===== config.mk =====
export PLATFORM = sky130hd
export DESIGN_NAME = freq_count_bcd
export DESIGN_NICKNAME = d
export VERILOG_FILES = /design/src/rtl/freq_pkg.sv /design/src/rtl/bcd_decade.sv /design/src/rtl/freq_count_bcd.sv
export SDC_FILE = /design/constraint.sdc
export NUM_CORES = 1
export LEC_CHECK = 0
export ABC_AREA = 0
export CAP_MARGIN = 10
export CORE_ASPECT_RATIO = 1.4
export CORE_MARGIN = 4
export CORE_UTILIZATION = 50
export CTS_CLUSTER_DIAMETER = 30
export DETAILED_ROUTE_END_ITERATION = 7
export PLACE_DENSITY = 0.69
export RECOVER_POWER = 50
export SETUP_SLACK_MARGIN = 0.3
export SYNTH_ARGS = -nofsm -noshare
export SYNTH_HDL_FRONTEND = slang
export SYNTH_SLANG_ARGS = --single-unit

===== constraint.sdc =====
create_clock -name clk -period 5.2 [get_ports clk]
set_input_delay 0.78 -clock clk [delete_from_list [all_inputs] [get_ports clk]]
set_output_delay 0.78 -clock clk [all_outputs]
set_load 0.01 [all_outputs]

===== src/rtl/freq_pkg.sv =====
// Shared encodings and constants for the BCD frequency counter.
package freq_pkg;

  typedef enum logic [1:0] {
    GATE  = 2'd0,
    LATCH = 2'd1,
    CLEAR = 2'd2
  } state_t;

  localparam logic [3:0] BCD_MAX      = 4'd9;
  localparam int         NDIG_DEFAULT = 4;

  function automatic logic is_bcd_max(input logic [3:0] d);
    return (d == BCD_MAX);
  endfunction

endpackage


===== src/rtl/bcd_decade.sv =====
// One decimal digit of the running count; carry is combinational so a
// whole chain of 9s rolls over in a single cycle.
module bcd_decade
  import freq_pkg::*;
(
  input  logic       clk,
  input  logic       rst_n,
  input  logic       clr,
  input  logic       inc,
  input  logic       sat,
  output logic [3:0] q,
  output logic       carry
);

  logic [3:0] r_q;

  always_ff @(posedge clk or negedge rst_n) begin
    if (!rst_n) begin
      r_q <= '0;
    end else if (clr) begin
      r_q <= '0;
    end else if (inc && !sat) begin
      r_q <= is_bcd_max(r_q) ? 4'd0 : r_q + 4'd1;
    end
  end

  assign q     = r_q;
  assign carry = inc && is_bcd_max(r_q);

endmodule


===== src/rtl/freq_count_bcd.sv =====
// Gated BCD frequency counter: counts sig_in rising edges over CLK_HZ cycles.
// Build option FREQ_OVF_SATURATE_EN: hold the count at all-9s after overflow.
module freq_count_bcd
  import freq_pkg::*;
#(
  parameter int CLK_HZ = 50000000,
  parameter int NDIG   = NDIG_DEFAULT
) (
  input  logic              clk,
  input  logic              rst_n,
  input  logic              sig_in,
  output logic [4*NDIG-1:0] bcd_out,
  output logic              valid,
  output logic              overflow
);

  localparam int            GW        = $clog2(CLK_HZ + 1);
  localparam logic [GW-1:0] GATE_LAST = GW'(CLK_HZ - 1);

  logic              r_sync1, r_sync2, r_sync3;
  logic              w_edge;
  state_t            r_state;
  logic [GW-1:0]     r_gcnt;
  logic              r_ovf;
  logic [4*NDIG-1:0] r_bcd_out;
  logic              r_valid;
  logic              r_overflow;

  logic [NDIG-1:0]   w_inc;
  logic [NDIG-1:0]   w_carry;
  logic [4*NDIG-1:0] w_count;
  logic              w_clr;
  logic              w_sat;
  logic              w_ovf_evt;

  always_ff @(posedge clk or negedge rst_n) begin
    if (!rst_n) begin
      r_sync1 <= 1'b0;
      r_sync2 <= 1'b0;
      r_sync3 <= 1'b0;
    end else begin
      r_sync1 <= sig_in;
      r_sync2 <= r_sync1;
      r_sync3 <= r_sync2;
    end
  end

  assign w_edge = r_sync2 & ~r_sync3;

  // Only GATE-cycle edges enter the chain; LATCH/CLEAR edges are dropped.
  assign w_inc[0]  = (r_state == GATE) && w_edge;
  assign w_clr     = (r_state == CLEAR);
  assign w_ovf_evt = w_carry[NDIG-1];

`ifdef FREQ_OVF_SATURATE_EN
  assign w_sat = w_carry[NDIG-1];
`else
  assign w_sat = 1'b0;
`endif

  genvar k;
  generate
    for (k = 0; k < NDIG; k++) begin : g_dec
      if (k > 0) begin : g_link
        assign w_inc[k] = w_carry[k-1];
      end
      bcd_decade u_dec (
        .clk   (clk),
        .rst_n (rst_n),
        .clr   (w_clr),
        .inc   (w_inc[k]),
        .sat   (w_sat),
        .q     (w_count[4*k +: 4]),
        .carry (w_carry[k])
      );
    end
  endgenerate

  always_ff @(posedge clk or negedge rst_n) begin
    if (!rst_n) begin
      r_state    <= CLEAR;
      r_gcnt     <= '0;
      r_ovf      <= 1'b0;
      r_bcd_out  <= '0;
      r_valid    <= 1'b0;
      r_overflow <= 1'b0;
    end else begin
      r_valid <= 1'b0;
      case (r_state)
        GATE: begin
          if (w_ovf_evt) r_ovf <= 1'b1;
          if (r_gcnt == GATE_LAST) r_state <= LATCH;
          else                     r_gcnt  <= r_gcnt + 1'b1;
        end
        LATCH: begin
          r_bcd_out  <= w_count;
          r_overflow <= r_ovf;
          r_valid    <= 1'b1;
          r_state    <= CLEAR;
        end
        CLEAR: begin
          r_gcnt  <= '0;
          r_ovf   <= 1'b0;
          r_state <= GATE;
        end
        default: r_state <= CLEAR;
      endcase
    end
  end

  assign bcd_out  = r_bcd_out;
  assign valid    = r_valid;
  assign overflow = r_overflow;

endmodule

Word-level counts from Yosys, hierarchy flattened
Cells that the tools add are included.
{"block": "classes", "n_addsub": 5, "multipliers": 0, "div": 0, "n_lt_le_gt_ge": 0, "n_eq_ne": 10, "shifts": 0, "n_mux": 19, "n_bitwise": 2, "reduce_logical": 13}
{"op": "$pmux W26 S2", "n": 1}
{"op": "$mux W4", "n": 12}
{"op": "$add A26 B1 Y26 const B", "n": 1}
{"op": "$eq A26 B26 Y1 const B", "n": 1}
{"op": "$mux W26", "n": 1}
{"op": "$add A4 B1 Y4 const B", "n": 4}
{"op": "$eq A4 B4 Y1 const B", "n": 4}
{"op": "$reduce_bool A2 Y1", "n": 5}
{"op": "$logic_and A1 B1 Y1", "n": 5}
{"op": "$ne A2 B1 Y1 const B", "n": 2}
{"op": "$pmux W2 S2", "n": 1}
{"op": "$reduce_and A2 Y1", "n": 2}
{"op": "$eq A2 B1 Y1 const B", "n": 1}
{"op": "$eq A2 B2 Y1 const B", "n": 1}
{"op": "$logic_not A2 Y1", "n": 1}
{"op": "$mux W1", "n": 2}
{"op": "$mux W2", "n": 1}
{"op": "$ne A2 B2 Y1 const B", "n": 1}
{"op": "$pmux W1 S2", "n": 1}
{"op": "$and A1 B1 Y1", "n": 1}
{"op": "$not A1 Y1", "n": 1}
{"block": "word_totals", "reg_bits": 66, "latch_bits": 0, "mem_bits_rw": 0, "romBits": 0, "inputBits": 3, "out_inout_bits": 18, "wordCells": 62, "memories": 0}

Logic depth before layout (Yosys ltp)
{"block": "logic_depth", "ltp_word": 9, "depth_mapped": 8, "depth_no_buf": 7}

Hierarchy
A second synthesis with hierarchy kept.
{"block": "unflattened", "hier_cells": 342, "hier_area_um2": 3489.6}
{"module": "freq_count_bcd", "instances": 1, "cells_per_inst": 238, "area_each_um2": 2493.6, "seq_area_each_um2": 1252.5}
{"module": "bcd_decade", "instances": 4, "cells_per_inst": 26, "area_each_um2": 249.0, "seq_area_each_um2": 100.1}

Least setup slack after synthesis
No wires, ideal clock.
{"block": "synth_path", "path_type": "reg-to-reg", "from": "register r_state[0]", "to": "register g_dec[3].u_dec.r_q[2]", "setup_ns": 0.078, "t_arrival_ns": 1.864, "required_ns": 5.122, "path_slack_ns": 3.258, "path_stages_with_launch": 6, "path_buffers": 0, "synth_period_minus_slack_ns": 1.942, "path_cell_list": "dfrtp_1 > or4b_4 > nor4_4 > nand2_2 > or3_1 > a21oi_1"}
{"block": "synth_via", "elab_chain_len": 6, "word_cells_on_any_way": 8, "classes_between": "1 x eq/ne; 1 x mux; 6 x reduce/logical"}
{"element": "start: declaration", "line": "freq_count_bcd.sv:22", "source": "state_t r_state;"}
{"element": "start signal: assignment", "line": "freq_count_bcd.sv:81", "source": "r_state <= CLEAR;"}
{"element": "start signal: assignment", "line": "freq_count_bcd.sv:92", "source": "if (r_gcnt == GATE_LAST) r_state <= LATCH;"}
{"element": "start signal: assignment", "line": "freq_count_bcd.sv:99", "source": "r_state <= CLEAR;"}
{"element": "$logic_not A2 Y1", "line": "freq_count_bcd.sv:51", "source": "assign w_inc[0] = (r_state == GATE) && w_edge;"}
{"element": "$logic_and A1 B1 Y1", "line": "freq_count_bcd.sv:51"}
{"element": "$logic_and A1 B1 Y1 (3 in series)", "line": "bcd_decade.sv:28", "source": "assign carry = inc && is_bcd_max(r_q);"}
{"element": "$reduce_bool A2 Y1 (no line)"}
{"element": "end signal: assignment", "line": "bcd_decade.sv:23", "source": "r_q <= is_bcd_max(r_q) ? 4'd0 : r_q + 4'd1;"}
{"element": "end: declaration", "line": "bcd_decade.sv:15", "source": "logic [3:0] r_q;"}
Several ways; a longest one is shown, not always the timed one.
A chain may end at the register's enable or synchronous reset.

Worst setup path in the final report
{"block": "layout_path", "from": "register r_state[0]", "to": "register g_dec[2].u_dec.r_q[2]"}
{"block": "layout_via", "elab_chain_len": 5, "word_cells_on_any_way": 7, "classes_between": "1 x eq/ne; 1 x mux; 5 x reduce/logical"}
{"element": "$logic_not A2 Y1", "line": "freq_count_bcd.sv:51"}
{"element": "$logic_and A1 B1 Y1", "line": "freq_count_bcd.sv:51"}
{"element": "$logic_and A1 B1 Y1 (2 in series)", "line": "bcd_decade.sv:28"}
{"element": "$reduce_bool A2 Y1 (no line)"}
{"element": "end signal: assignment", "line": "bcd_decade.sv:23"}
{"element": "end: declaration", "line": "bcd_decade.sv:15"}
Several ways; a longest one is shown, not always the timed one.

==> results.py <==
metrics = {
    "synth": {
        "synth_edf_count": 0,
        "synth_nets": 350,
        "synth-compound-area-share_pct": 10.3,
        "synth_top_family_by_area": "simple AND/OR/NAND/NOR gates",
        "synthTopCellsByArea": "dfrtp_1, mux2_2, nand2_1, nor2_1, mux2i_1",
        "synth_top_area_share_pct": 49.2,
        "synth_warnings": 0,
        "synthCells": 338,
        "syn_area_per_cell_um2": 9.78,
        "synth-adder-area-share_pct": 3.41,
        "syn_area_um2": 3300,
        "synth_xor_xnor_area_share_pct": 1.59,
        "ys_seq_area_share_pct": 50.0,
        "synthMuxAreaShare_pct": 8.37,
        "synthDistinctLibCells": 42,
        "yosys_register_bits": 66,
        "yosys-top-cells-count": "dfrtp_1, nand2_1, nor2_1",
        "synth-simple-area-share_pct": 23.0,
        "synth_ff_type": "dfrtp_1",
        "synth_most_common_cell": "dfrtp_1",
        "async_flop_share_pct": 100,
        "yosysTopAreaCell": "dfrtp_1",
    },
    "global_routing": {
        "grt_max_degree": 67,
        "grt_pass1_vias": 2447,
        "antenna_found_initial": 0,
        "grt_usage_pct": 17.8,
        "grt_pass1_wl_mm": 11.6,
        "grt.overflow.total": 0,
    },
    "route": {
        "drt_iter0_drc": 92,
        "via_per_inst": 5.88,
        "route.detailed.drc": 0,
        "drt_wl_total_mm": 6.61,
        "drtAntennaViolNets": 0,
        "avgRoutedWirePerCell_um": 15.3,
        "drt_pass1_iterations": 4,
        "vias": 2547,
    },
    "min_path": {
        "hp-start": "r_sync1$_DFF_PN0_",
        "worstHoldPathCells": 0,
        "hp-class": "reg -> reg",
    },
    "run_status": {
        "status": "finished clean",
    },
    "layout": {
        "fillers": 559,
        "syn_to_final_growth_pct": 13.9,
        "fin_nets": 368,
        "drive_gt1_share_pct": 10.2,
        "design_area_um2": 3760,
        "seq_area_um2": 1650,
        "multi_input_area_um2": 1540,
        "fin_util_pct": 59.4,
        "n_antenna_cell": 0,
    },
    "clock_network": {
        "cts_max_level": 3,
        "cts-root-buf": "clkbuf_8",
        "cts_buffer_depth": 2,
        "numCtsBuffers": 9,
        "cts_resized": 0,
        "cts_tree": "done",
        "cts_num_sinks": 66,
        "cts_setup_buffers": 0,
        "clkTransAtPathRegs_ns": 0.07,
        "worstSkewPairLatency_ns": 0.34,
        "ctsHoldBuffers": 0,
    },
    "power_and_ir_drop": {
        "switchingPower_mw": 0.236,
        "switching_share_pct": 22.4,
        "combPwrFrac_pct": 3.4,
        "seqPwrFrac_pct": 51.3,
        "pwr-share-clk_pct": 45.4,
        "vdd_drop_max_v": 0.000164,
        "power.internal_mw": 0.819,
        "p_leak_nw": 1.64,
        "p_per_area_nw_per_um2": 280,
    },
    "placed_design": {
        "dpl_cell_area_um2": 3550,
        "dp_slack_ns": 2.57,
        "gp_congestion": 0.828,
        "place_hpwl_mm": 4.37,
        "port-buffer-count": 20,
    },
    "setup_path": {
        "reg2regPathDepth": 6,
        "start_kind": "flip-flop",
        "max_stage_delay_ns": 0.68,
        "cp-startpoint": "r_state[0]$_DFFE_PN0P_",
        "rr_startpoint": "r_state[0]$_DFFE_PN0P_",
        "path_class": "reg -> reg",
        "cp.arrival_ns": 3.12,
        "worstPathRequired_ns": 5.47,
        "endpoint_kind": "flip-flop",
        "crit_buf_inv": 1,
        "path_max_fanout": 21,
        "crit_family": "simple AND/OR/NAND/NOR gates",
        "cp.depth": 6,
        "crit_chain": "clkbuf_1 > or4b_4 > nor3_1 > nand2_1 > or3_1 > a21oi_1",
        "crit_path_top_delay_cell": "or4b_4",
    },
    "sta": {
        "layout_min_cycle_time_ns": 2.85,
        "tns_ns": 0,
        "finClkSkew_ns": 0.00776,
        "fin_crit_sh_pct": 54.8,
        "tightestPinTransition_ns": 0.842,
        "setup_viol": 0,
        "setup_slack_ns": 2.35,
        "drv_slew": 0,
        "slew_headroom_pct": 43.7,
        "clock.fmax_mhz": 351,
        "hold_violations": 0,
        "worst_hold_slack_ns": 0.353,
        "rsz0062_at_grt": "no",
    },
    "floorplan": {
        "die_area_um2": 7990,
        "pin_count": 21,
        "rows": 34,
        "die_h_um": 104,
        "core_area_um2": 6340,
        "die_w_um": 76.7,
        "initial_core_util_pct": 52.1,
    },
    "run": {
        "maxCapViolCount": 0,
    },
}
## stage by stage
stage                     total power [mW]  instances
after floorplan                      0.567        338
after global placement               0.585        417
after detailed placement             0.588        417
after CTS                             1.07        433
after global routing                  1.10        433
final                                 1.06        433
## power by group through the flow
stage	combinational [mW]	clock [mW]	sequential [mW]
finish	0.0355	0.479	0.541
detailed placement	0.0368	0	0.551
CTS	0.0371	0.492	0.541
floorplan	0.0209	0	0.546
global placement	0.0357	0	0.550
global route	0.0436	0.514	0.543
## placed cells by master, fill, tap and decap left out, types with 11 or more instances in the layout
| cell | count |
|---|---|
| clkdlybuf4s50_1 | 18 |
| inv_1 | 12 |
| o21ai_0 | 24 |
| nand3_1 | 14 |
| nor4_1 | 11 |
| dfrtp_1 | 65 |
| mux2_2 | 13 |
| nor2_1 | 38 |
| nand2_1 | 38 |
| mux2i_1 | 13 |
## cell families after synthesis
family                     count (synthesis)
adders and majority gates                  9
DFF                                       66
AOI/OAI and AO/OA                         55
xor gates and xnor gates                   6
muxes                                     26
buffers and inverters                     28
and+or+nand+nor                          148
## per-layer routing
| metal | global-route usage, % | vias up | wire length, um |
|---|---|---|---|
| met5 | 0 | - | 0 |
| met4 | 7.51 | 0 | 125 |
| met3 | 4.07 | 13 | 211 |
| met2 | 30.0 | 42 | 3340 |
| met1 | 21.6 | 1240 | 2930 |
| li1 | - | 1252 | - |
## path summary, 6_finish.rpt
path                                                         to  slack, ns
min in group asynchronous                       valid$_DFF_PN0_       0.62
worst min-delay path                          r_sync2$_DFF_PN0_       0.35
max in group asynchronous                 r_gcnt[2]$_DFFE_PN0P_       4.06
worst max register to register  g_dec[2].u_dec.q[2]$_DFFE_PN0P_       2.35
worst min register to register                r_sync2$_DFF_PN0_       0.35
worst max-delay path            g_dec[2].u_dec.q[2]$_DFFE_PN0P_       2.35
## flip-flops by register name, indices dropped and copies added, names as in the netlist
register       cells
r_gcnt            26
bcd_out           16
g_dec.u_dec.q     16
r_state            2
overflow           1
r_ovf              1
r_sync1            1
r_sync2            1
r_sync3            1
valid              1
## area by class of cell
cell class	count	share of cell area, %
clock buffers	11	3.76
multi-input cells	244	41.0
inverters	12	1.20
repair buffers	23	5.68
clock inverters	5	2.06
well taps	72	2.39
flip-flops and latches	66	43.9
Note: power is estimated with default switching activity, not from simulation.
